==> src/rtl/bitmap_pkg.sv <==
// Shared types and defaults for the bitmap memory arbiter: FSM state encoding,
// pixel word type and the address range helper used by the CPU and display paths.
package bitmap_pkg;

    localparam int BM_ADDR_W = 12;
    localparam int BM_DATA_W = 12;

    typedef enum logic [1:0] {
        IDLE = 2'd0,
        WAIT = 2'd1,
        ACK  = 2'd2
    } bm_arb_state_t;

    // 4-bit R, G and B packed into one word
    typedef logic [BM_DATA_W-1:0] pixel_t;

    function automatic logic addr_in_range(input int unsigned addr, input int unsigned depth);
        return addr < depth;
    endfunction

endpackage

==> src/rtl/bitmap_starve_cnt.sv <==
// Counts cycles a pending CPU access is held off by the display and raises a
// sticky starvation flag once the count reaches LIMIT; only reset clears the flag.
module bitmap_starve_cnt #(
    parameter int LIMIT = 4096
) (
    input  logic clk,
    input  logic reset,
    input  logic clear,
    input  logic inc,
    output logic starved
);

    localparam int CNT_W = $clog2(LIMIT + 1);
    localparam logic [CNT_W-1:0] LIMIT_C = CNT_W'(LIMIT);

    logic [CNT_W-1:0] cnt_q, cnt_d;
    logic             starved_q, starved_d;

    // NOTE: every signal written here gets a default first, so no path can leave it
    // unassigned and infer a latch.
    always_comb begin
        cnt_d = cnt_q;
        if (clear) begin
            cnt_d = '0;
        end else if (inc && (cnt_q != LIMIT_C)) begin
            cnt_d = cnt_q + 1'b1;
        end
        starved_d = starved_q | (cnt_d == LIMIT_C);
    end

    // NOTE: state registers use non-blocking assignments so every flop samples
    // its pre-edge inputs regardless of block ordering.
    always_ff @(posedge clk or posedge reset) begin
        if (reset) begin
            cnt_q     <= '0;
            starved_q <= 1'b0;
        end else begin
            cnt_q     <= cnt_d;
            starved_q <= starved_d;
        end
    end

    assign starved = starved_q;

endmodule

==> src/rtl/bitmap_mem_arbiter.sv <==
// Shares the single bitmap memory port between the display pipeline (always wins)
// and the CPU, whose req/ack accesses are slotted into display-idle cycles.
module bitmap_mem_arbiter
    import bitmap_pkg::*;
#(
    parameter int ADDR_W       = BM_ADDR_W,
    parameter int DATA_W       = BM_DATA_W,
    parameter int DEPTH        = 1024,
    parameter int STARVE_LIMIT = 4096
) (
    input  logic              clk,
    input  logic              reset,
    input  logic              disp_req,
    input  logic [ADDR_W-1:0] disp_addr,
    output logic [DATA_W-1:0] disp_color,
    output logic              disp_valid,
    input  logic              cpu_req,
    input  logic              cpu_we,
    input  logic [ADDR_W-1:0] cpu_addr,
    input  logic [DATA_W-1:0] cpu_wdata,
    output logic              cpu_ack,
    output logic [DATA_W-1:0] cpu_rdata,
    output logic              cpu_starved,
    output logic [ADDR_W-1:0] mem_addr,
    output logic              mem_we,
    output logic [DATA_W-1:0] mem_wdata,
    input  logic [DATA_W-1:0] mem_rdata
);

    bm_arb_state_t     state_q, state_d;
    logic              op_we_q, op_we_d;
    logic [ADDR_W-1:0] op_addr_q, op_addr_d;
    logic [DATA_W-1:0] op_wdata_q, op_wdata_d;
    logic [DATA_W-1:0] cpu_rdata_q, cpu_rdata_d;
    logic [DATA_W-1:0] disp_color_q, disp_color_d;
    logic              disp_valid_q, disp_valid_d;

    logic cpu_access;
    logic op_in_range;
    logic disp_in_range;
    logic cnt_clear;
    logic cnt_inc;

    assign op_in_range   = addr_in_range(32'(op_addr_q), DEPTH);
    assign disp_in_range = addr_in_range(32'(disp_addr), DEPTH);

    always_comb begin
        state_d     = state_q;
        op_we_d     = op_we_q;
        op_addr_d   = op_addr_q;
        op_wdata_d  = op_wdata_q;
        cpu_rdata_d = cpu_rdata_q;
        cpu_access  = 1'b0;
        cnt_clear   = 1'b0;
        cnt_inc     = 1'b0;

        case (state_q)
            IDLE: begin
                if (cpu_req) begin
                    op_we_d    = cpu_we;
                    op_addr_d  = cpu_addr;
                    op_wdata_d = cpu_wdata;
                    cnt_clear  = 1'b1;
                    state_d    = WAIT;
                end
            end
            WAIT: begin
                if (disp_req) begin
                    cnt_inc = 1'b1;
                end else begin
                    cpu_access  = 1'b1;
                    cpu_rdata_d = (!op_we_q && op_in_range) ? mem_rdata : '0;
                    state_d     = ACK;
                end
            end
            ACK: begin
                // cpu_req is deliberately not looked at until we are back in IDLE
                state_d = IDLE;
            end
            default: begin
                state_d = IDLE;
            end
        endcase
    end

    // Display owns the port whenever it asks; the CPU op only drives it in a free WAIT cycle.
    always_comb begin
        mem_addr  = '0;
        mem_we    = 1'b0;
        mem_wdata = '0;
        if (disp_req) begin
            mem_addr = disp_addr;
        end else if (cpu_access) begin
            mem_addr  = op_addr_q;
            mem_we    = op_we_q && op_in_range;
            mem_wdata = op_wdata_q;
        end
    end

    always_comb begin
        disp_valid_d = disp_req;
        disp_color_d = disp_color_q;
        if (disp_req) begin
            disp_color_d = disp_in_range ? mem_rdata : '0;
        end
    end

    // State reset to IDLE removes cpu_access at once, so a half-done write never lands.
    always_ff @(posedge clk or posedge reset) begin
        if (reset) begin
            state_q      <= IDLE;
            op_we_q      <= 1'b0;
            op_addr_q    <= '0;
            op_wdata_q   <= '0;
            cpu_rdata_q  <= '0;
            disp_color_q <= '0;
            disp_valid_q <= 1'b0;
        end else begin
            state_q      <= state_d;
            op_we_q      <= op_we_d;
            op_addr_q    <= op_addr_d;
            op_wdata_q   <= op_wdata_d;
            cpu_rdata_q  <= cpu_rdata_d;
            disp_color_q <= disp_color_d;
            disp_valid_q <= disp_valid_d;
        end
    end

    bitmap_starve_cnt #(
        .LIMIT (STARVE_LIMIT)
    ) u_starve_cnt (
        .clk     (clk),
        .reset   (reset),
        .clear   (cnt_clear),
        .inc     (cnt_inc),
        .starved (cpu_starved)
    );

    assign cpu_ack    = (state_q == ACK);
    assign cpu_rdata  = cpu_rdata_q;
    assign disp_color = disp_color_q;
    assign disp_valid = disp_valid_q;

endmodule

==> config.mk <==
export PLATFORM = sky130hd
export DESIGN_NAME = bitmap_mem_arbiter
export DESIGN_NICKNAME = d
export VERILOG_FILES = /design/src/rtl/bitmap_pkg.sv /design/src/rtl/bitmap_starve_cnt.sv /design/src/rtl/bitmap_mem_arbiter.sv
export SDC_FILE = /design/constraint.sdc
export NUM_CORES = 1
export LEC_CHECK = 0
export BUFFER_PORTS_ARGS = -buffer_cell sky130_fd_sc_hd__buf_4
export CELL_PAD_IN_SITES_DETAIL_PLACEMENT = 1
export CELL_PAD_IN_SITES_GLOBAL_PLACEMENT = 1
export CORE_MARGIN = 4
export CORE_UTILIZATION = 41
export CTS_BUF_LIST = sky130_fd_sc_hd__clkbuf_4 sky130_fd_sc_hd__clkbuf_8 sky130_fd_sc_hd__clkbuf_16
export CTS_CLUSTER_SIZE = 20
export DETAILED_ROUTE_END_ITERATION = 8
export PLACE_DENSITY = 0.92
export SYNTH_ARGS = -nofsm -noshare
export SYNTH_HDL_FRONTEND = slang
export SYNTH_SLANG_ARGS = --single-unit
==> constraint.sdc <==
create_clock -name clk -period 6.7 [get_ports clk]
set_input_delay 0.67 -clock clk [delete_from_list [all_inputs] [get_ports clk]]
set_output_delay 0.67 -clock clk [all_outputs]
set_load 0.01 [all_outputs]
-- Word-level counts from Yosys, hierarchy flattened
Cells that the tools add are included.
Widths: inputs -> output; s select.
- register bits after elaboration: 66
- output and inout port bits: 52
- input bits: 53
- logic and storage cells: 47
- magnitude comparators: 2
- reduce and logical (&&, ||, !) cells: 8
- equality and inequality tests: 6
- bitwise operators: 2
- multiplexer cells: 19
- $add $sub $neg: 1
- operators by type and width (kind ; number):
    $mux 12 ; 6
    $mux 13 ; 2
    $lt 12x11->1 const B ; 2
    $add 13x1->13 const B ; 1
    $eq 13x13->1 const B ; 1
    $ne 13x13->1 const B ; 1
    $mux 1 ; 8
    $reduce_and 2->1 ; 3
    $mux 2 ; 2
    $ne 2x2->1 const B ; 2
    $pmux 2 s2 ; 1
    $logic_and 1x1->1 ; 3
    $eq 2x1->1 const B ; 1
    $eq 2x2->1 const B ; 1
    $logic_not 2->1 ; 1
    $logic_not 1->1 ; 1
    $not 1->1 ; 1
    $or 1x1->1 ; 1

-- Depth between registers and ports, before layout
Gate-level depths: netlist of the first run.
- depth after elaboration: 7
- depth in mapped cells: 9

-- By module
From an unflattened synthesis of the first run, not the netlist that was laid out.
- cells, all modules: 261
- area, all modules: 3295.7 µm²
- by module, submodules not included (module ; sequential area each (µm²) ; cells each ; area each (µm²) ; instances):
    bitmap_mem_arbiter ; 1301.2 ; 160 ; 2372.3 ; 1
    bitmap_starve_cnt ; 350.3 ; 101 ; 923.4 ; 1

-- Worst setup path after synthesis of the first run
OpenSTA, ideal clock, no wires.
- path type: input -> output
- start point: input disp_req
- end point: output mem_we
- slack: 4.131 ns
- data arrival time: 1.899 ns
- cell stages on the path: 4
- data required time: 6.030 ns
- path buffers: 2
- path through: or3b_2 -> clkbuf_1 -> clkbuf_1 -> nor4b_1
- longest elaborated chain between the ends: 4
- RTL lines (element ; RTL line ; RTL):
    from (decl) ; bitmap_mem_arbiter.sv:13 ; input logic disp_req,
    $mux 1 ; bitmap_mem_arbiter.sv:68 ; if (disp_req) begin
    $mux 1 ; bitmap_mem_arbiter.sv:57 ; case (state_q)
    $mux 1 ; bitmap_mem_arbiter.sv:93 ; end else if (cpu_access) begin
    $mux 1 (*) ; bitmap_mem_arbiter.sv:91 ; if (disp_req) begin
    to (decl) ; bitmap_mem_arbiter.sv:25 ; output logic mem_we,
Mark *: on every way between the ends. The rest lies on a longest branch, timed or not.

-- Final worst setup path of the first run
- start point: input disp_req
- end point: output mem_wdata[4]
- longest elaborated chain between the ends: 4
- RTL lines (element ; RTL line ; RTL):
    $mux 1 ; bitmap_mem_arbiter.sv:68 ;
    $mux 1 ; bitmap_mem_arbiter.sv:57 ;
    $mux 12 ; bitmap_mem_arbiter.sv:93 ;
    $mux 12 (*) ; bitmap_mem_arbiter.sv:91 ;
    to (decl) ; bitmap_mem_arbiter.sv:26 ; output logic [DATA_W-1:0] mem_wdata,
Marks and branches as above.

==> reports/metrics.csv, run 1 <==
stage,metric,value,unit
layout,"commonest non-fill, non-tap cell in the layout",buf_4,
floorplan,Die H,93.7,um
grt,vias in the first global route,2912,
clocking,hold_buf cts,0,
grt,first-pass GRT wire length,15.4,mm
critical_path,worst r2r src,u_starve_cnt.cnt_q[0],
layout,Area Growth Syn to Fin,34.7,%
drt,DR iter-0 viols,96,
synthesis,Mapped Nets,323,
drt,post-route antenna net violation count,0,
layout,layout net count,424,
drt,drt pass-1 iters,4,
critical_path,worst r2r path cells,8,
job,max cap viols,0,
worst_hold_path,Hold Path Origin,u_starve_cnt.starved,
clocking,worst-skew pair later-pin latency,340,ps
critical_path,CP required,6030,ps
placement,Detailed Place HPWL,6.40,mm
synthesis,Post-synth EDFFs,0,
power,internal cell power,0.830,mW
grt,largest net degree at the start of global routing,67,
synthesis,Yosys reg bits,66,
floorplan,die width,93.7,um
synthesis,Syn Inst Count,268,
layout,"commonest non-fill, non-tap cells in the layout","buf_4 (106), dfrtp_1 (66), mux2_2 (25)",
power,sequential power share,46.5,%
floorplan,Starting Density,43.2,%
clocking,"Gates resized, CTS repair",0,
layout,share of cells above drive strength 1,41.2,%
clocking,TritonCTS clock tree,done,
synthesis,ys async rst share,100,%
power,VDD IR-drop max,0.194,mV
worst_hold_path,hold path cells,1,
timing,final setup violation count,0,
synthesis,syn_area_per_cell,11.2,um^2
layout,antenna diode count,0,
power,Final Power,1.21,mW
power,Clk pwr share,26.4,%
power,Sw Pwr,0.384,mW
floorplan,io pins,105,
power,LEAKAGE,1.97,nW
timing,RSZ-0062 raised after global routing,no,
timing,Fmax,311,MHz
clocking,htree depth,3,
timing,Worst Skew,8.44,ps
power,P per Cell Area,299,mW/mm^2
synthesis,count of yosys warnings during synthesis,0,
drt,WL final,9.50,mm
drt,WL per Instance,20.2,um
placement,routability cong.,0.821,
drt,vias per cell,5.34,
critical_path,CP arrival,2540,ps
worst_hold_path,Hold WC Path Type,flip-flop to flip-flop,
critical_path,Crit Path Max Fanout,31,
critical_path,crit path launch type,input port,
synthesis,sequential area share after synthesis,54.8,%
critical_path,r2r setup slk,4190,ps
timing,Slew @ Worst Pin,1140,ps
timing,Post-Route Setup TNS,0,ps
run_status,status,"finished, final reports clean",
power,combinational share of power,27.1,%
clocking,clock sinks,66,
synthesis,top flip-flop cell by instance count after synthesis,dfrtp_1,
clocking,clock tree buffer depth,2,
grt,Total GRT Usage,22.8,%
power,Sw Share,31.6,%
floorplan,std cell rows,30,
drt,routed vias,2511,
drt,DRC violations left,0,
synthesis,"Cell Area, Synth",0.00301,mm^2
clocking,Worst-path clk slew,70,ps
timing,Slew HR,23.3,%
grt,initial antenna violation count,0,
critical_path,critical path class,input port to output port,
clocking,"Setup Fix Bufs, Post-CTS",0,
timing,final period demand of the worst path,3210,ps
clocking,CTS Root Cell,clkbuf_8,
critical_path,r2r endpoint,u_starve_cnt.starved,
placement,Port Buffers,104,
grt,GRT Residual Overflow,0,
timing,final hold vios,0,
timing,Final Slew Violations,0,
clocking,total CTS buffers,9,
floorplan,total die area,0.00878,mm^2
critical_path,crit end category,output port,
timing,fin crit share,48.0,%
worst_hold_path,hold endpoint,u_starve_cnt.starved,
floorplan,area of the core,0.00698,mm^2
synthesis,"Distinct cells, synth",41,
state kept, by name, indices dropped and copies added, names as in the netlist:
| register | cells |
|---|---|
| cpu_rdata | 12 |
| disp_color | 12 |
| disp_valid | 1 |
| op_addr_q | 12 |
| op_wdata_q | 12 |
| op_we_q | 1 |
| state_q | 2 |
| u_starve_cnt.cnt_q | 13 |
| u_starve_cnt.starved | 1 |
power groups by stage:
stage          sequential (mW)  combinational (mW)  clock, mW
2_1_floorplan            0.546               0.184          0
3_3_place_gp             0.555               0.309          0
3_5_place_dp             0.562               0.325          0
4_1_cts                  0.562               0.332      0.325
5_1_grt                  0.572               0.357      0.341
6_report                 0.564               0.329      0.320
final cells by class:
type / count / area [um^2]
Fill cell: 766 / 2920
Clock buffer: 12 / 165
Inverter: 16 / 60.1
Multi-Input combinational cell: 170 / 1240
Clock inverter: 4 / 25.0
Timing Repair Buffer: 106 / 796
Sequential cell: 66 / 1650
Tap cell: 96 / 120
per-stage QoR:
stage / instance area [um^2] / setup WS (ps) / util, % / hold slack (ps) / instances
after floorplan: 3010 / 4130 / - / 464 / 268
after global placement: 3870 / 3530 / 55.4 / 463 / 454
after detailed placement: 3870 / 3530 / 55.4 / 481 / 454
after CTS: 4060 / 3480 / 58.1 / 503 / 470
after global routing: 4060 / 3380 / 58.1 / 525 / 470
final: 4060 / 3490 / 58.1 / 494 / 470
routing by layer:
| layer | routed length (um) | track usage (%) |
|---|---|---|
| met5 | 0 | 0 |
| met4 | 300 | 8.90 |
| met3 | 463 | 5.69 |
| met2 | 4930 | 39.6 |
| met1 | 3810 | 27.0 |
worst max-delay path by stage:
stage	from	to	slack [ps]
after floorplan	disp_req	mem_we	4130
after global placement	disp_req	mem_addr[7]	3530
after detailed placement	disp_req	mem_wdata[3]	3530
after CTS	disp_req	mem_wdata[4]	3480
after global routing	disp_req	mem_wdata[4]	3380
final	disp_req	mem_wdata[4]	3490
synthesized netlist by cell type (all sizes together) (2+ instances only):
master,n,area share [%]
dfrtp,66,55
mux2,25,9.3
a22o,24,7.0
nor2,19,2.4
nand2,18,2.2
inv,16,2.0
and2,13,2.7
clkbuf,13,1.6
o21ai,13,2.2
xor2,9,2.6
xnor2,6,1.7
nand4,5,1.0
a21oi,4,0.66
nand3,4,0.66
buf,3,0.87
nor4,3,0.62
and3,2,0.42
ha,2,0.83
nor3,2,0.50
or4b,2,0.66
worst max-delay path, stage by stage:
cell and delay [ps]:
buf_4 210, or3b_2 650, inv_1 610, and2_1 250, buf_4 130
kinds of logic after synthesis:
logic type      after synthesis  share of synthesized area (%)
fa+ha+maj                     2                          0.830
simple gates                 80                           14.4
buf+inv                      32                           4.49
mux                          26                           9.68
xor+xnor                     15                           4.36
compound gates               47                           11.4
flops                        66                           54.8
Power figures use the tool's default switching activity.
==> run 2, diff against run 1 <==
--- a/config.mk
+++ b/config.mk
@@ -9,11 +9,11 @@
 export CELL_PAD_IN_SITES_DETAIL_PLACEMENT = 1
 export CELL_PAD_IN_SITES_GLOBAL_PLACEMENT = 1
 export CORE_MARGIN = 4
-export CORE_UTILIZATION = 41
+export CORE_UTILIZATION = 38
 export CTS_BUF_LIST = sky130_fd_sc_hd__clkbuf_4 sky130_fd_sc_hd__clkbuf_8 sky130_fd_sc_hd__clkbuf_16
 export CTS_CLUSTER_SIZE = 20
 export DETAILED_ROUTE_END_ITERATION = 8
-export PLACE_DENSITY = 0.92
+export PLACE_DENSITY = 0.87
 export SYNTH_ARGS = -nofsm -noshare
 export SYNTH_HDL_FRONTEND = slang
 export SYNTH_SLANG_ARGS = --single-unit
==> constraint.sdc (replaced) <==
create_clock -name clk -period 2.97 [get_ports clk]
set_input_delay 0.297 -clock clk [delete_from_list [all_inputs] [get_ports clk]]
set_output_delay 0.297 -clock clk [all_outputs]
set_load 0.01 [all_outputs]
==> run 2 against run 1 <==
Highest routed layer unchanged. First-iteration DRC count stayed put. Worst setup slack worse by 3000 ps. Cell count is 2.3% higher. Critical path type is now flip-flop to output port. Register-to-register slack worse by 3600 ps. Count of clock-buffer cells in the layout is 2 lower. Cell area is 2.5% higher.
==> reports/metrics.csv, run 2 (same netlist as run 1, synthesis figures left out) <==
stage,metric,value,unit,change
floorplan,Die H,97.0,um,+3.5%
layout,antenna diode count,0,,unchanged
critical_path,worst r2r path cells,7,,-1
power,P per Cell Area,718,mW/mm^2,+140%
drt,drt pass-1 iters,6,,+2
grt,vias in the first global route,2896,,-0.55%
job,max cap viols,0,,unchanged
clocking,total CTS buffers,9,,unchanged
critical_path,crit path launch type,flip-flop,,
timing,fin crit share,84.4,%,
drt,DR iter-0 viols,96,,unchanged
power,LEAKAGE,2.02,nW,+2.6%
power,internal cell power,2.08,mW,+150%
clocking,Worst-path clk slew,80,ps,about the same
run_status,status,"finished, final reports clean",,
timing,RSZ-0062 raised after global routing,no,,
layout,max reg flops,13,,unchanged
floorplan,std cell rows,32,,+6.7%
timing,Slew HR,36.0,%,+13 points
timing,Fmax,399,MHz,
timing,final setup violation count,0,,unchanged
critical_path,r2r endpoint,u_starve_cnt.starved,,
timing,final hold vios,0,,unchanged
layout,"commonest non-fill, non-tap cell in the layout",buf_4,,
drt,routed vias,2543,,+1.3%
clocking,"Gates resized, CTS repair",0,,unchanged
placement,Post-Place Worst Slack,645,ps,-2880 ps
clocking,worst-skew pair later-pin latency,350,ps,about the same
layout,"Most flops, register",u_starve_cnt.cnt_q,,
drt,WL final,10.1,mm,+6.5%
critical_path,Crit Path Max Fanout,25,,-19%
grt,first-pass GRT wire length,16.6,mm,+7.4%
worst_hold_path,Hold WC Path Type,input port to flip-flop,,
grt,largest net degree at the start of global routing,45,,-33%
layout,Area Growth Syn to Fin,38.0,%,
timing,Worst Skew,12.0,ps,+3.56 ps
timing,Post-Route Setup TNS,0,ps,unchanged
floorplan,Starting Density,39.0,%,-4.2 points
critical_path,worst r2r src,u_starve_cnt.cnt_q[0],,
timing,Slew @ Worst Pin,958,ps,-182 ps
drt,vias per cell,5.29,,-1.0%
clocking,hold_buf cts,0,,unchanged
drt,WL per Instance,21.0,um,+4.0%
clocking,clock sinks,66,,unchanged
critical_path,CP required,2670,ps,-3360 ps
worst_hold_path,Hold Path Origin,mem_rdata[7],,
timing,PnR worst setup slack,464,ps,-3020 ps
layout,"commonest non-fill, non-tap cells in the layout","buf_4 (111), dfrtp_1 (66), mux2_2 (25)",,
floorplan,total die area,0.00942,mm^2,+7.2%
drt,post-route antenna net violation count,0,,unchanged
clocking,TritonCTS clock tree,done,,
power,VDD IR-drop max,0.353,mV,+82%
layout,sequential cell area,0.00165,mm^2,unchanged
floorplan,area of the core,0.00773,mm^2,+11%
clocking,htree depth,3,,unchanged
placement,Detailed Place HPWL,6.74,mm,+5.2%
layout,Finished Layout Cells,481,,+2.3%
grt,Total GRT Usage,22.5,%,-0.27 points
placement,Port Buffers,104,,unchanged
critical_path,CP arrival,2210,ps,-330 ps
worst_hold_path,hold endpoint,disp_color[7],,
clocking,CTS Root Cell,clkbuf_8,,
floorplan,die width,97.0,um,+3.5%
worst_hold_path,hold path cells,3,,+2
layout,share of cells above drive strength 1,42.0,%,+0.78 points
placement,routability cong.,0.885,,+7.8%
critical_path,crit end category,output port,,
timing,final period demand of the worst path,2510,ps,
grt,GRT Residual Overflow,0,,unchanged
power,Sw Share,30.2,%,-1.4 points
power,combinational share of power,25.6,%,-1.5 points
clocking,"Setup Fix Bufs, Post-CTS",0,,unchanged
layout,footprint of the multi-input gates,0.00124,mm^2,unchanged
layout,# fillers,837,,+9.3%
critical_path,critical path class,flip-flop to output port,,
placement,dpl cells,465,,+2.4%
drt,DRC violations left,0,,unchanged
critical_path,r2r setup slk,610,ps,-3580 ps
grt,initial antenna violation count,0,,unchanged
floorplan,io pins,105,,unchanged
timing,Fin Hold WS,164,ps,-330 ps
layout,layout net count,429,,+1.2%
clocking,clock tree buffer depth,2,,unchanged
power,sequential power share,42.6,%,-3.9 points
power,Clk pwr share,31.8,%,+5.4 points
timing,Final Slew Violations,0,,unchanged
power,Sw Pwr,0.902,mW,+130%
[run 2: cell count changes in the layout (fill, tap and decap cells not counted)]
cell,delta
clkinvlp_4,-1
bufinv_16,+3
clkinv_4,+2
clkbuf_8,-3
clkinv_2,-2
clkbuf_4,+1
buf_4,+5
[run 2: critical path, cell delays in order, from the launching register on]
cell and delay (ps):
dfrtp_1 470, or3b_2 690, inv_1 100, buf_4 270, a22o_1 190, buf_4 130
[run 2: worst max path at each step]
| stage | from | cells after the start | end |
|---|---|---|---|
| after global routing | state_q[1] | 5 | mem_wdata[3] |
| final | state_q[1] | 5 | mem_addr[9] |
| after global placement | u_starve_cnt.cnt_q[0] | 8 | u_starve_cnt.starved |
| after detailed placement | u_starve_cnt.cnt_q[0] | 8 | u_starve_cnt.starved |
| after CTS | state_q[1] | 5 | mem_wdata[3] |
| after floorplan | u_starve_cnt.cnt_q[0] | 9 | u_starve_cnt.starved |
[run 2: routing by layer]
metal	global-route usage (%)	wire, um	up-vias
li1	-	-	1143
met1	26.8	3840	1278
met2	38.9	5420	101
met3	5.91	568	21
met4	8.75	289	0
met5	0	0	-
[run 2: final cells by class]
cell class	instances	share of cell area [%]
inverters	16	1.44
repair buffers	111	20.0
clock inverters	6	2.77
flip-flops and latches	66	39.7
clock buffers	10	3.16
multi-input cells	170	29.8
well taps	102	3.07
[run 2: power groups by stage]
stage	clock network (mW)	logic (mW)	registers [mW]
floorplan	0	0.416	1.23
global placement	0	0.713	1.25
detailed placement	0	0.752	1.26
CTS	0.962	0.776	1.27
global route	1.00	0.830	1.30
finish	0.948	0.765	1.27
[run 2: per-stage QoR]
stage / total power, mW / cell area, um^2 / util, %
global placement: 1.96 / 3910 / 50.6
finish: 2.99 / 4160 / 53.8
CTS: 3.01 / 4160 / 53.8
floorplan: 1.65 / 3010 / -
detailed placement: 2.02 / 3910 / 50.6
global route: 3.13 / 4160 / 53.8
==> run 3, diff against run 2 <==
==> constraint.sdc (replaced) <==
create_clock -name clk -period 2.43 [get_ports clk]
set_input_delay 0.243 -clock clk [delete_from_list [all_inputs] [get_ports clk]]
set_output_delay 0.243 -clock clk [all_outputs]
set_load 0.01 [all_outputs]
==> run 3 against run 2 <==
Hold slack worse by 53 ps. Combinational power up 23%. Critical path depth grew 3. First-iteration DRC count grew 1.0%. Register-to-register slack got worse by 520 ps.
==> reports/metrics.csv, run 3 (same netlist as run 1, synthesis figures left out) <==
stage,metric,value,unit,change
timing,final setup violation count,0,,unchanged
grt,vias in the first global route,2901,,+0.17%
worst_hold_path,Hold WC Path Type,input port to flip-flop,,
layout,antenna diode count,0,,unchanged
layout,"Most flops, register",u_starve_cnt.cnt_q,,
floorplan,die width,97.0,um,unchanged
clocking,total CTS buffers,9,,unchanged
layout,fin area,0.00421,mm^2,+1.3%
timing,fin crit share,96.1,%,
clocking,Worst-path clk slew,80,ps,about the same
critical_path,CP arrival,2620,ps,+410 ps
drt,DRC violations left,0,,unchanged
layout,share of cells above drive strength 1,43.0,%,+1.1 points
critical_path,crit path launch type,flip-flop,,
drt,vias per cell,5.16,,-2.3%
placement,Detailed Place HPWL,6.70,mm,-0.54%
drt,post-route antenna net violation count,0,,unchanged
clocking,CTS Root Cell,clkbuf_8,,
power,P per Cell Area,849,mW/mm^2,+18%
floorplan,total die area,0.00942,mm^2,unchanged
placement,Port Buffers,104,,unchanged
grt,Total GRT Usage,20.4,%,-2.2 points
timing,Final Slew Violations,0,,unchanged
drt,DR iter-0 viols,97,,+1.0%
critical_path,worst setup path endpoint,u_starve_cnt.starved,,
layout,"commonest non-fill, non-tap cell in the layout",buf_4,,
floorplan,Starting Density,39.0,%,unchanged
clocking,clock tree buffer depth,2,,unchanged
clocking,worst-skew pair later-pin latency,350,ps,about the same
layout,sequential cell area,0.00165,mm^2,unchanged
job,max cap viols,0,,unchanged
critical_path,Critical path origin,u_starve_cnt.cnt_q[0],,
layout,"commonest non-fill, non-tap cells in the layout","buf_4 (117), dfrtp_1 (66), mux2_2 (25)",,
layout,layout net count,436,,+1.6%
drt,drt pass-1 iters,4,,-2
grt,first-pass GRT wire length,15.3,mm,-7.8%
layout,max reg flops,13,,unchanged
floorplan,area of the core,0.00773,mm^2,unchanged
run_status,status,"finished, final reports clean",,
placement,DP Area,0.00394,mm^2,+0.58%
critical_path,critical path class,flip-flop to flip-flop,,
critical_path,Crit Path Max Fanout,8,,-68%
timing,Slew @ Worst Pin,400,ps,-558 ps
clocking,TritonCTS clock tree,done,,
critical_path,r2r endpoint,u_starve_cnt.starved,,
drt,WL per Instance,19.1,um,-9.1%
timing,final period demand of the worst path,2340,ps,
layout,# fillers,842,,+0.60%
grt,GRT Residual Overflow,0,,unchanged
timing,Slew HR,73.3,%,+37 points
floorplan,io pins,105,,unchanged
layout,Area Growth Syn to Fin,39.8,%,
clocking,htree depth,3,,unchanged
power,VDD IR-drop max,0.443,mV,+25%
placement,routability cong.,0.823,,-7.0%
critical_path,CP required,2710,ps,+40 ps
timing,final hold vios,0,,unchanged
drt,routed vias,2520,,-0.90%
power,Final Power,3.58,mW,+20%
drt,WL final,9.33,mm,-7.8%
critical_path,r2r setup slk,90,ps,-520 ps
clocking,clock sinks,66,,unchanged
timing,Fmax,428,MHz,
critical_path,worst r2r src,u_starve_cnt.cnt_q[0],,
critical_path,crit end category,flip-flop,,
floorplan,std cell rows,32,,unchanged
timing,Worst Skew,6.76,ps,-5.24 ps
critical_path,worst r2r path cells,8,,+1
power,LEAKAGE,2.05,nW,+1.7%
floorplan,Die H,97.0,um,unchanged
layout,footprint of the multi-input gates,0.00125,mm^2,+0.50%
grt,initial antenna violation count,0,,unchanged
grt,largest net degree at the start of global routing,31,,-31%
run 3: cell count changes in the layout (fill, tap and decap cells not counted), sizes merged:
| cell | previous run | this run |
|---|---|---|
| dlygate4sd3 | 0 | 1 |
| bufinv | 3 | 2 |
| buf | 111 | 117 |
| clkinv | 2 | 1 |
| clkbuf | 10 | 12 |
run 3: cell type report:
class	count	area share (%)
Inverter	16	1.43
Multi-Input combinational cell	170	29.6
Clock inverter	4	1.72
Tap cell	102	3.03
Timing Repair Buffer	118	21.1
Sequential cell	66	39.2
Clock buffer	12	3.92
run 3: power breakdown:
group / leakage (nW) / internal, mW / switching, mW
Sequential: 0.849 / 1.34 / 0.194
Clock: 0.119 / 0.660 / 0.436
Combinational: 1.09 / 0.523 / 0.417
Total: 2.05 / 2.53 / 1.05
run 3: stage by stage:
step	instances	TNS [ps]	setup WS (ps)	hold WS, ps	util [%]
floorplan	268	0	328	274	-
global route	488	-43.0	-43.0	109	54.5
detailed placement	468	0	62.3	280	50.9
finish	488	0	93.9	111	54.5
global placement	468	0	217	263	50.9
CTS	485	0	22.3	104	54.1
run 3: how the worst min path moves through the flow:
stage	to	cells past startpoint	slack, ps	from
4_1_cts	disp_color[5]	3	100	mem_rdata[5]
6_report	disp_color[5]	3	110	mem_rdata[5]
2_1_floorplan	disp_valid	0	270	disp_req
3_5_place_dp	disp_color[5]	2	280	reset
5_1_grt	cpu_rdata[5]	2	110	mem_rdata[5]
3_3_place_gp	disp_color[5]	2	260	reset
run 3: what timing repair did:
| action | 4_1_cts | 5_1_grt |
|---|---|---|
| endpoints found under the hold margin | 16 | 0 |
| buffers inserted | 0 | 3 |
| hold buffers | 1 | 0 |
| setup endpoints to repair | 0 | 1 |
| resized for setup | 0 | 1 |
run 3: worst max-delay path, cell delays in order, from the launching register on:
cell	delay, ps
dfrtp_1	470
inv_1	130
ha_1	150
or4b_1	420
o31a_1	360
nor3_2	160
a21oi_1	80
nor4_2	300
a41o_1	200
run 3: layer usage:
| metal | vias to the layer above | share of wire, % | GRT usage (%) |
|---|---|---|---|
| met1 | 1289 | 39 | 23.0 |
| met5 | - | 0 | 0 |
| met2 | 62 | 54 | 36.8 |
| met4 | 0 | 1.4 | 6.16 |
| li1 | 1160 | - | - |
| met3 | 9 | 5.8 | 6.06 |
